File: config.mk
export PLATFORM = sky130hd
export DESIGN_NAME = fetch_buffer
export DESIGN_NICKNAME = d
export VERILOG_FILES = /design/src/rtl/fetch_buffer.sv
export SDC_FILE = /design/constraint.sdc
export NUM_CORES = 1
export LEC_CHECK = 0
export ABC_AREA = 1
export BUFFER_PORTS_ARGS = -buffer_cell sky130_fd_sc_hd__buf_2
export CAP_MARGIN = 10
export CORE_MARGIN = 2
export CORE_UTILIZATION = 51
export DETAILED_ROUTE_END_ITERATION = 7
export GPL_ROUTABILITY_DRIVEN = 1
export GPL_TIMING_DRIVEN = 0
export PLACE_DENSITY = 0.71
export SYNTH_ARGS = -nofsm -noshare
export SYNTH_HDL_FRONTEND = slang
export SYNTH_SLANG_ARGS = --single-unit
export TNS_END_PERCENT = 20
File: constraint.sdc
create_clock -name clk -period 4.55 [get_ports clk]
set_input_delay 0.455 -clock clk [delete_from_list [all_inputs] [get_ports clk]]
set_output_delay 0.455 -clock clk [all_outputs]
set_load 0.005 [all_outputs]
File: src/rtl/fetch_buffer.sv
// Instruction queue between fetch and decode: DEPTH-entry circular FIFO with pre-decoded head fields.
// Optional same-cycle empty bypass when FETCH_BUFFER_BYPASS_EN is defined.
module fetch_buffer #(
  parameter int DEPTH = 4,
  parameter int XLEN  = 32
) (
  input  logic                     clk,
  input  logic                     rst,
  input  logic                     flush,
  input  logic                     in_valid,
  output logic                     in_ready,
  input  logic [XLEN-1:0]          in_pc,
  input  logic [31:0]              in_instr,
  input  logic                     in_fault,
  output logic                     out_valid,
  input  logic                     out_ready,
  output logic [XLEN-1:0]          out_pc,
  output logic [31:0]              out_instr,
  output logic                     out_fault,
  output logic [18:0]              out_dec_field,
  output logic [4:0]               out_rd,
  output logic [4:0]               out_rs1,
  output logic [4:0]               out_rs2,
  output logic [XLEN-1:0]          out_imm,
  output logic [$clog2(DEPTH):0]   out_count
);

  localparam int PW = $clog2(DEPTH);
  localparam int CW = PW + 1;

  // Immediates are built as signed 32-bit values, then sign-extended to XLEN.
  function automatic logic [XLEN-1:0] decode_imm(input logic [31:0] ins);
    logic signed [31:0] imm;
    imm = '0;
    case (ins[6:0])
      7'b0000011, 7'b0010011, 7'b1100111:
        imm = {{20{ins[31]}}, ins[31:20]};
      7'b0100011:
        imm = {{20{ins[31]}}, ins[31:25], ins[11:7]};
      7'b1100011:
        imm = {{19{ins[31]}}, ins[31], ins[7], ins[30:25], ins[11:8], 1'b0};
      7'b0110111, 7'b0010111:
        imm = {ins[31:12], 12'b0};
      7'b1101111:
        imm = {{11{ins[31]}}, ins[31], ins[19:12], ins[20], ins[30:21], 1'b0};
      7'b1110011:
        if (ins[14]) imm = {27'b0, ins[19:15]};
      default: imm = '0;
    endcase
    return XLEN'(imm);
  endfunction

  logic [XLEN-1:0] pc_mem    [DEPTH];
  logic [31:0]     instr_mem [DEPTH];
  logic [DEPTH-1:0] fault_mem;

  logic [PW-1:0]   rd_ptr, wr_ptr;
  logic [CW-1:0]   count;
  logic            not_empty, not_full, bypass, push_wr, pop_rd;
  logic [XLEN-1:0] head_pc;
  logic [31:0]     head_instr;
  logic            head_fault;

  assign not_empty = (count != '0);
  assign not_full  = (count != CW'(DEPTH));
  assign in_ready  = not_full & ~flush;

`ifdef FETCH_BUFFER_BYPASS_EN
  assign bypass = ~not_empty & in_valid & ~flush;
`else
  assign bypass = 1'b0;
`endif

  assign out_valid = not_empty | bypass;
  // A bypassed entry taken by decode in the same cycle never enters storage.
  assign push_wr   = in_valid & in_ready & ~(bypass & out_ready);
  assign pop_rd    = not_empty & out_ready & ~flush;

  always_comb begin
    head_pc    = pc_mem[rd_ptr];
    head_instr = instr_mem[rd_ptr];
    head_fault = fault_mem[rd_ptr];
    if (bypass) begin
      head_pc    = in_pc;
      head_instr = in_instr;
      head_fault = in_fault;
    end
  end

  assign out_pc        = out_valid ? head_pc : '0;
  assign out_instr     = out_valid ? head_instr : '0;
  assign out_fault     = out_valid & head_fault;
  assign out_dec_field = {out_instr[31:25], out_instr[21:20], out_instr[14:12], out_instr[6:0]};
  assign out_rd        = out_instr[11:7];
  assign out_rs1       = out_instr[19:15];
  assign out_rs2       = out_instr[24:20];
  assign out_imm       = decode_imm(out_instr);
  assign out_count     = count;

  always_ff @(posedge clk or posedge rst) begin
    if (rst) begin
      rd_ptr <= '0;
      wr_ptr <= '0;
      count  <= '0;
    end else if (flush) begin
      rd_ptr <= '0;
      wr_ptr <= '0;
      count  <= '0;
    end else begin
      if (push_wr) wr_ptr <= wr_ptr + PW'(1);
      if (pop_rd)  rd_ptr <= rd_ptr + PW'(1);
      case ({push_wr, pop_rd})
        2'b10:   count <= count + CW'(1);
        2'b01:   count <= count - CW'(1);
        default: count <= count;
      endcase
    end
  end

  always_ff @(posedge clk) begin
    if (push_wr) begin
      pc_mem[wr_ptr]    <= in_pc;
      instr_mem[wr_ptr] <= in_instr;
      fault_mem[wr_ptr] <= in_fault;
    end
  end

endmodule

# Word-level counts from Yosys, hierarchy flattened
# Memory sizes are Yosys's and may differ from the RTL's.
# Index checks and enable logic that the tools add are counted.
word_totals:
  reg_bits: 11
  mem_bits_rw: 256
  input_bits: 70
  word_cells: 55
  memories: 2
mem_list:
  columns: ["memory", "words", "width", "read_ports", "rd_clocked_by_memory_dff", "write_ports", "line_no", "text"]
  rows:
  - ["instr_mem", 4, 32, 1, 0, 1, "54", "logic [31:0] instr_mem [DEPTH];"]
  - ["pc_mem", 4, 32, 1, 0, 1, "53", "logic [XLEN-1:0] pc_mem [DEPTH];"]
op_classes:
  add_sub_neg: 4
  magnitude_cmp: 3
  eq_ne: 12
  n_mux: 17
  n_bitwise: 6
  n_reduce_logical: 7
op_table:
  columns: ["op", "n"]
  rows:
  - ["$pmux 32 s6", 1]
  - ["$mux 32", 2]
  - ["$eq 7x7->1 const B", 4]
  - ["$eq 7x5->1 const B", 2]
  - ["$eq 7x6->1 const B", 2]
  - ["$mux 2", 4]
  - ["$eq 7x2->1 const B", 1]
  - ["$lt 2x3->1 const B", 2]
  - ["$pmux 3 s2", 1]
  - ["$reduce_bool 3->1", 2]
  - ["$and 1x1->1", 5]
  - ["$mux 5", 1]
  - ["$add 2x1->2 const B", 2]
  - ["$bwmux 4", 1]
  - ["$mux 1", 4]
  - ["$reduce_bool 2->1", 2]
  - ["$add 3x1->3 const B", 1]
  - ["$mux 3", 1]
  - ["$ne 3x3->1 const B", 1]
  - ["$reduce_or 3->1", 1]
  - ["$sub 3x1->3 const B", 1]
  - ["$bmux 1 s2", 1]
  - ["$demux 1 s2", 1]
  - ["$eq 2x1->1 const B", 1]
  - ["5 further kinds", 5]

# Longest topological paths before layout
logic_depth:
  word_depth: 6
  ltp_mapped: 15

# Worst setup path before layout
# Ideal clock, no wire load.
synth_path:
  kind: "in2reg"
  startpoint: "input flush"
  endpoint: "register fault_mem[0] (enable)"
  setup_ns: 0.489
  arrival_ns: 3.575
  required_time_ns: 4.061
  slack_ns: 0.486
  path_stages: 3
  path_buffers: 0
  path_cell_list: "inv_1 -> nand3_1 -> nor2_1"
synth_between:
  elab_chain_len: 3
synth_lines:
  columns: ["element", "line_no", "text"]
  rows:
  - ["start, declared", "9", "input logic flush,"]
  - ["$not 1->1", "66", "assign in_ready = not_full & ~flush;"]
  - ["$and 1x1->1", "66", null]
  - ["$and 1x1->1", "76", "assign push_wr = in_valid & in_ready & ~(bypass & out_ready);"]
  - ["end signal, assigned by index", "124", "fault_mem[wr_ptr] <= in_fault;"]
  - ["end, declared", "55", "logic [DEPTH-1:0] fault_mem;"]
# Every way passes these cells.
# A chain may end at the register's enable or synchronous reset.

# Worst setup path in the final report
layout_path:
  startpoint: "register count[0] (netlist: out_count[0])"
  endpoint: "output out_instr[1]"
layout_between:
  elab_chain_len: 2
layout_lines:
  columns: ["element", "line_no", "text"]
  rows:
  - ["start, declared", "58", "logic [CW-1:0] count;"]
  - ["start signal, assigned", "113", "2'b10: count <= count + CW'(1);"]
  - ["start signal, assigned", "114", "2'b01: count <= count - CW'(1);"]
  - ["start signal, assigned", "115", "default: count <= count;"]
  - ["$reduce_bool 3->1", "64", "assign not_empty = (count != '0);"]
  - ["$mux 32", "91", "assign out_instr = out_valid ? head_instr : '0;"]
  - ["end, declared", "18", "output logic [31:0] out_instr,"]
# Every way passes these cells.

==> results.md <==
## Power
- **maximum VDD drop** 0.396 mV
- **static leakage** 0.00606 uW
- **power consumption** 7730 uW
- **pwr dens** 539 mW/mm^2

## Synthesis
- **top-area cell type share of the netlist area** 0.655
- **library cells used by synthesis** 31
- **dominant cell type by area after synthesis** edfxtp_1
- **synthesis-stage register bit count** 267
- **Synth Instances** 1,101
- **cell area after synthesis** 0.0119 mm^2
- **nets in the synthesized netlist** 1,176
- **top area cells in the synthesized netlist** edfxtp_1 (65%), nor2_1 (8.3%), o21ai_0 (4.9%)
- **total of warnings raised by yosys** 0
- **share of the yosys chip area belonging to registers** 0.670
- **mean cell area of the mapped netlist** 10.8 um^2

## Timing
- **Fin Clk Skew** 8.35 ps
- **Final Critical Period** 3450 ps
- **count of final setup violators** 0
- **post-route worst hold slack** 144 ps
- **final cycle utilization of the critical path** 0.759
- **actual transition at the worst max-transition pin** 896 ps
- **total count of hold-check failures in the final report** 0
- **number of max-slew violations in the final report** 0
- **Sum Neg Setup Slack** 0 ps
- **top achievable clock speed** 290 MHz
- **remaining max-slew budget at the tightest pin** 0.401
- **unrepaired setup endpoints after global routing** no

## Die
- **number of ports placed on the die boundary** 206
- **initial core utilization** 0.523
- **floorplan die area** 0.0246 mm^2
- **Die X-Extent** 157 um
- **number of placement rows** 55
- **floorplan core area** 0.0228 mm^2
- **Die Y** 157 um

## Worst setup path
- **critical path required time** 4090 ps
- **Critical Path Sink Type** output pin
- **kind of start point of the critical path** flip-flop
- **maximum fanout along the worst path** 10
- **worst endpoint data arrival time** 3000 ps
- **CP Class** reg2out

## Drt
- **via total after detailed routing** 8,627
- **number of antenna-violating nets in the routed design** 0
- **Routed Wire Length** 28.9 mm
- **DRC violations left** 0
- **Pre-Repair DR Iteration Count** 5
- **initial detailed-routing violation count** 608
- **wire length per cell after detailed routing** 17.3 um
- **per-cell via count in the routed design** 5.15

## Placed design
- **post-placement cell count** 1,627
- **sum of net half-perimeters after detailed placement** 19.9 mm
- **weighted congestion at the end of routability-driven global placement** 0.841
- **port buffer count** 205
- **Cell Area, Placed** 0.0135 mm^2

## Clocking
- **number of buffers created by CTS** 26
- **clock sinks** 267
- **CTS Hold Buffers Added** 1
- **number of setup buffers added after CTS** 0
- **number of H-tree levels** 1
- **post_cts resized** 0
- **CTS Root Buffer Type** clkbuf_16
- **clock slew seen by the registers of the worst setup and hold paths** 60 ps
- **latest clock arrival within the worst-skew pair** 520 ps
- **CTS tree** done
- **Longest Clk Path Bufs** 3

## Global routing
- **largest net degree at the start of global routing** 30
- **via count of the first global-routing pass** 8,197
- **number of antenna violations at the first check in global routing** 10
- **overflow left after global routing** 0
- **overall global routing resource usage** 0.235
- **first-pass GRT wire length** 44.2 mm

## Final layout
- **Design Area, Final** 0.0144 mm^2
- **Layout area overhead** 20.4%
- **final std cells w/o fill** 1,674
- **share of post-route cells with drive strength above 1** 0.255
- **final net count** 1,418

## Min path
- **type of the worst min-delay path** in2reg

## Flow run
- **number of max-cap violations** 0

## Status
- **result of the run** complete, no violations

-- path summary, 6_finish.rpt --
path / start / to / slack [ps] / depth (start not counted)
setup / recovery: out_count[0] / out_instr[1] / 1100 / 9
hold / removal: in_pc[9] / pc_mem[3][9] / 140 / 1
setup reg to reg: out_count[0] / out_count[2] / 1970 / 12
hold reg to reg: wr_ptr[0] / wr_ptr[0] / 600 / 1
max in group asynchronous: rst / rd_ptr[1] / 3880 / 3
min in group asynchronous: rst / out_count[0] / 440 / 3
-- Yosys cell counts --
| master | n |
|---|---|
| nand4_1 | 2 |
| nor2_2 | 2 |
| buf_6 | 10 |
| clkbuf_1 | 14 |
| edfxtp_1 | 260 |
| xor2_1 | 1 |
| nor2_4 | 3 |
| nand3_2 | 3 |
| buf_1 | 13 |
| a21oi_1 | 50 |
| nand2_2 | 6 |
| a31oi_1 | 1 |
| buf_2 | 17 |
| nand3_4 | 1 |
| o21ai_1 | 1 |
| nor3_1 | 1 |
| a21oi_2 | 4 |
| inv_1 | 51 |
| nor2_8 | 3 |
| buf_4 | 41 |
| nand2_4 | 3 |
| inv_4 | 2 |
| ha_1 | 4 |
| nand2_1 | 133 |
| fa_1 | 1 |
| nor2_1 | 264 |
| inv_2 | 1 |
| dfrtp_1 | 7 |
| xnor2_1 | 1 |
| nand3_1 | 84 |
| o21ai_0 | 117 |
-- through the flow --
step | utilization | worst slack [ps]
6_report | 0.630 | 1100
5_1_grt | 0.630 | 861
4_1_cts | 0.630 | 1020
2_1_floorplan | - | 486
3_5_place_dp | 0.595 | 1600
3_3_place_gp | 0.586 | -1940
-- layout make-up --
class	instances	area, um^2
Antenna cell	4	10.0
Sequential cell	267	7980
Timing Repair Buffer	214	1210
Fill cell	1834	8430
Clock inverter	9	91.3
Clock buffer	33	698
Tap cell	313	392
Inverter	54	208
Buffer	95	607
Multi-Input combinational cell	685	3150
-- layer usage --
| metal | vias up | GRT usage | wire length [um] |
|---|---|---|---|
| met1 | 4026 | 0.289 | 11500 |
| li1 | 4214 | - | - |
| met4 | 8 | 0.0660 | 571 |
| met2 | 331 | 0.412 | 14300 |
| met5 | - | 0 | 49 |
| met3 | 48 | 0.0590 | 2450 |
-- where the power goes --
part	leakage, uW	switching [uW]	internal (uW)
clock	0.000388	831	1180
sequential	0.00245	43.1	2860
combinational	0.00322	1760	1060
-- layout by cell type, fill, tap and decap left out, types with 7 or more instances in the layout --
cell,synthesis,layout
a21oi_1,50,50
buf_1,13,13
buf_2,17,222
buf_4,41,41
buf_6,10,10
clkbuf_1,14,20
clkbuf_16,0,27
dfrtp_1,7,7
edfxtp_1,260,260
inv_1,51,51
nand2_1,133,133
nand3_1,84,84
nor2_1,264,260
nor2_4,3,7
o21ai_0,117,117
-- worst max-delay path, cell delays in order (launching register included) --
cell     delay, ps
dfrtp_1        410
inv_1          140
nand3_2        290
buf_6          280
inv_4          160
buf_2          290
buf_1          520
a21oi_1        110
buf_4          160
buf_2          110
-- logic make-up after synthesis --
group                      after synthesis  share of synthesized area
and+or+nand+nor                        505                      0.181
DFF                                    267                      0.670
AOI/OAI and AO/OA                      173                     0.0740
buffers and inverters                  149                     0.0683
adders and majority gates                5                    0.00588
xor gates and xnor gates                 2                    0.00147
-- registers in the layout (all words and copies together) (netlist names) --
register and cells:
wr_ptr 2, rd_ptr 2, instr_mem 128, out_count 3
pc_mem 128, fault_mem 4
(Power assumes the default switching activity.)
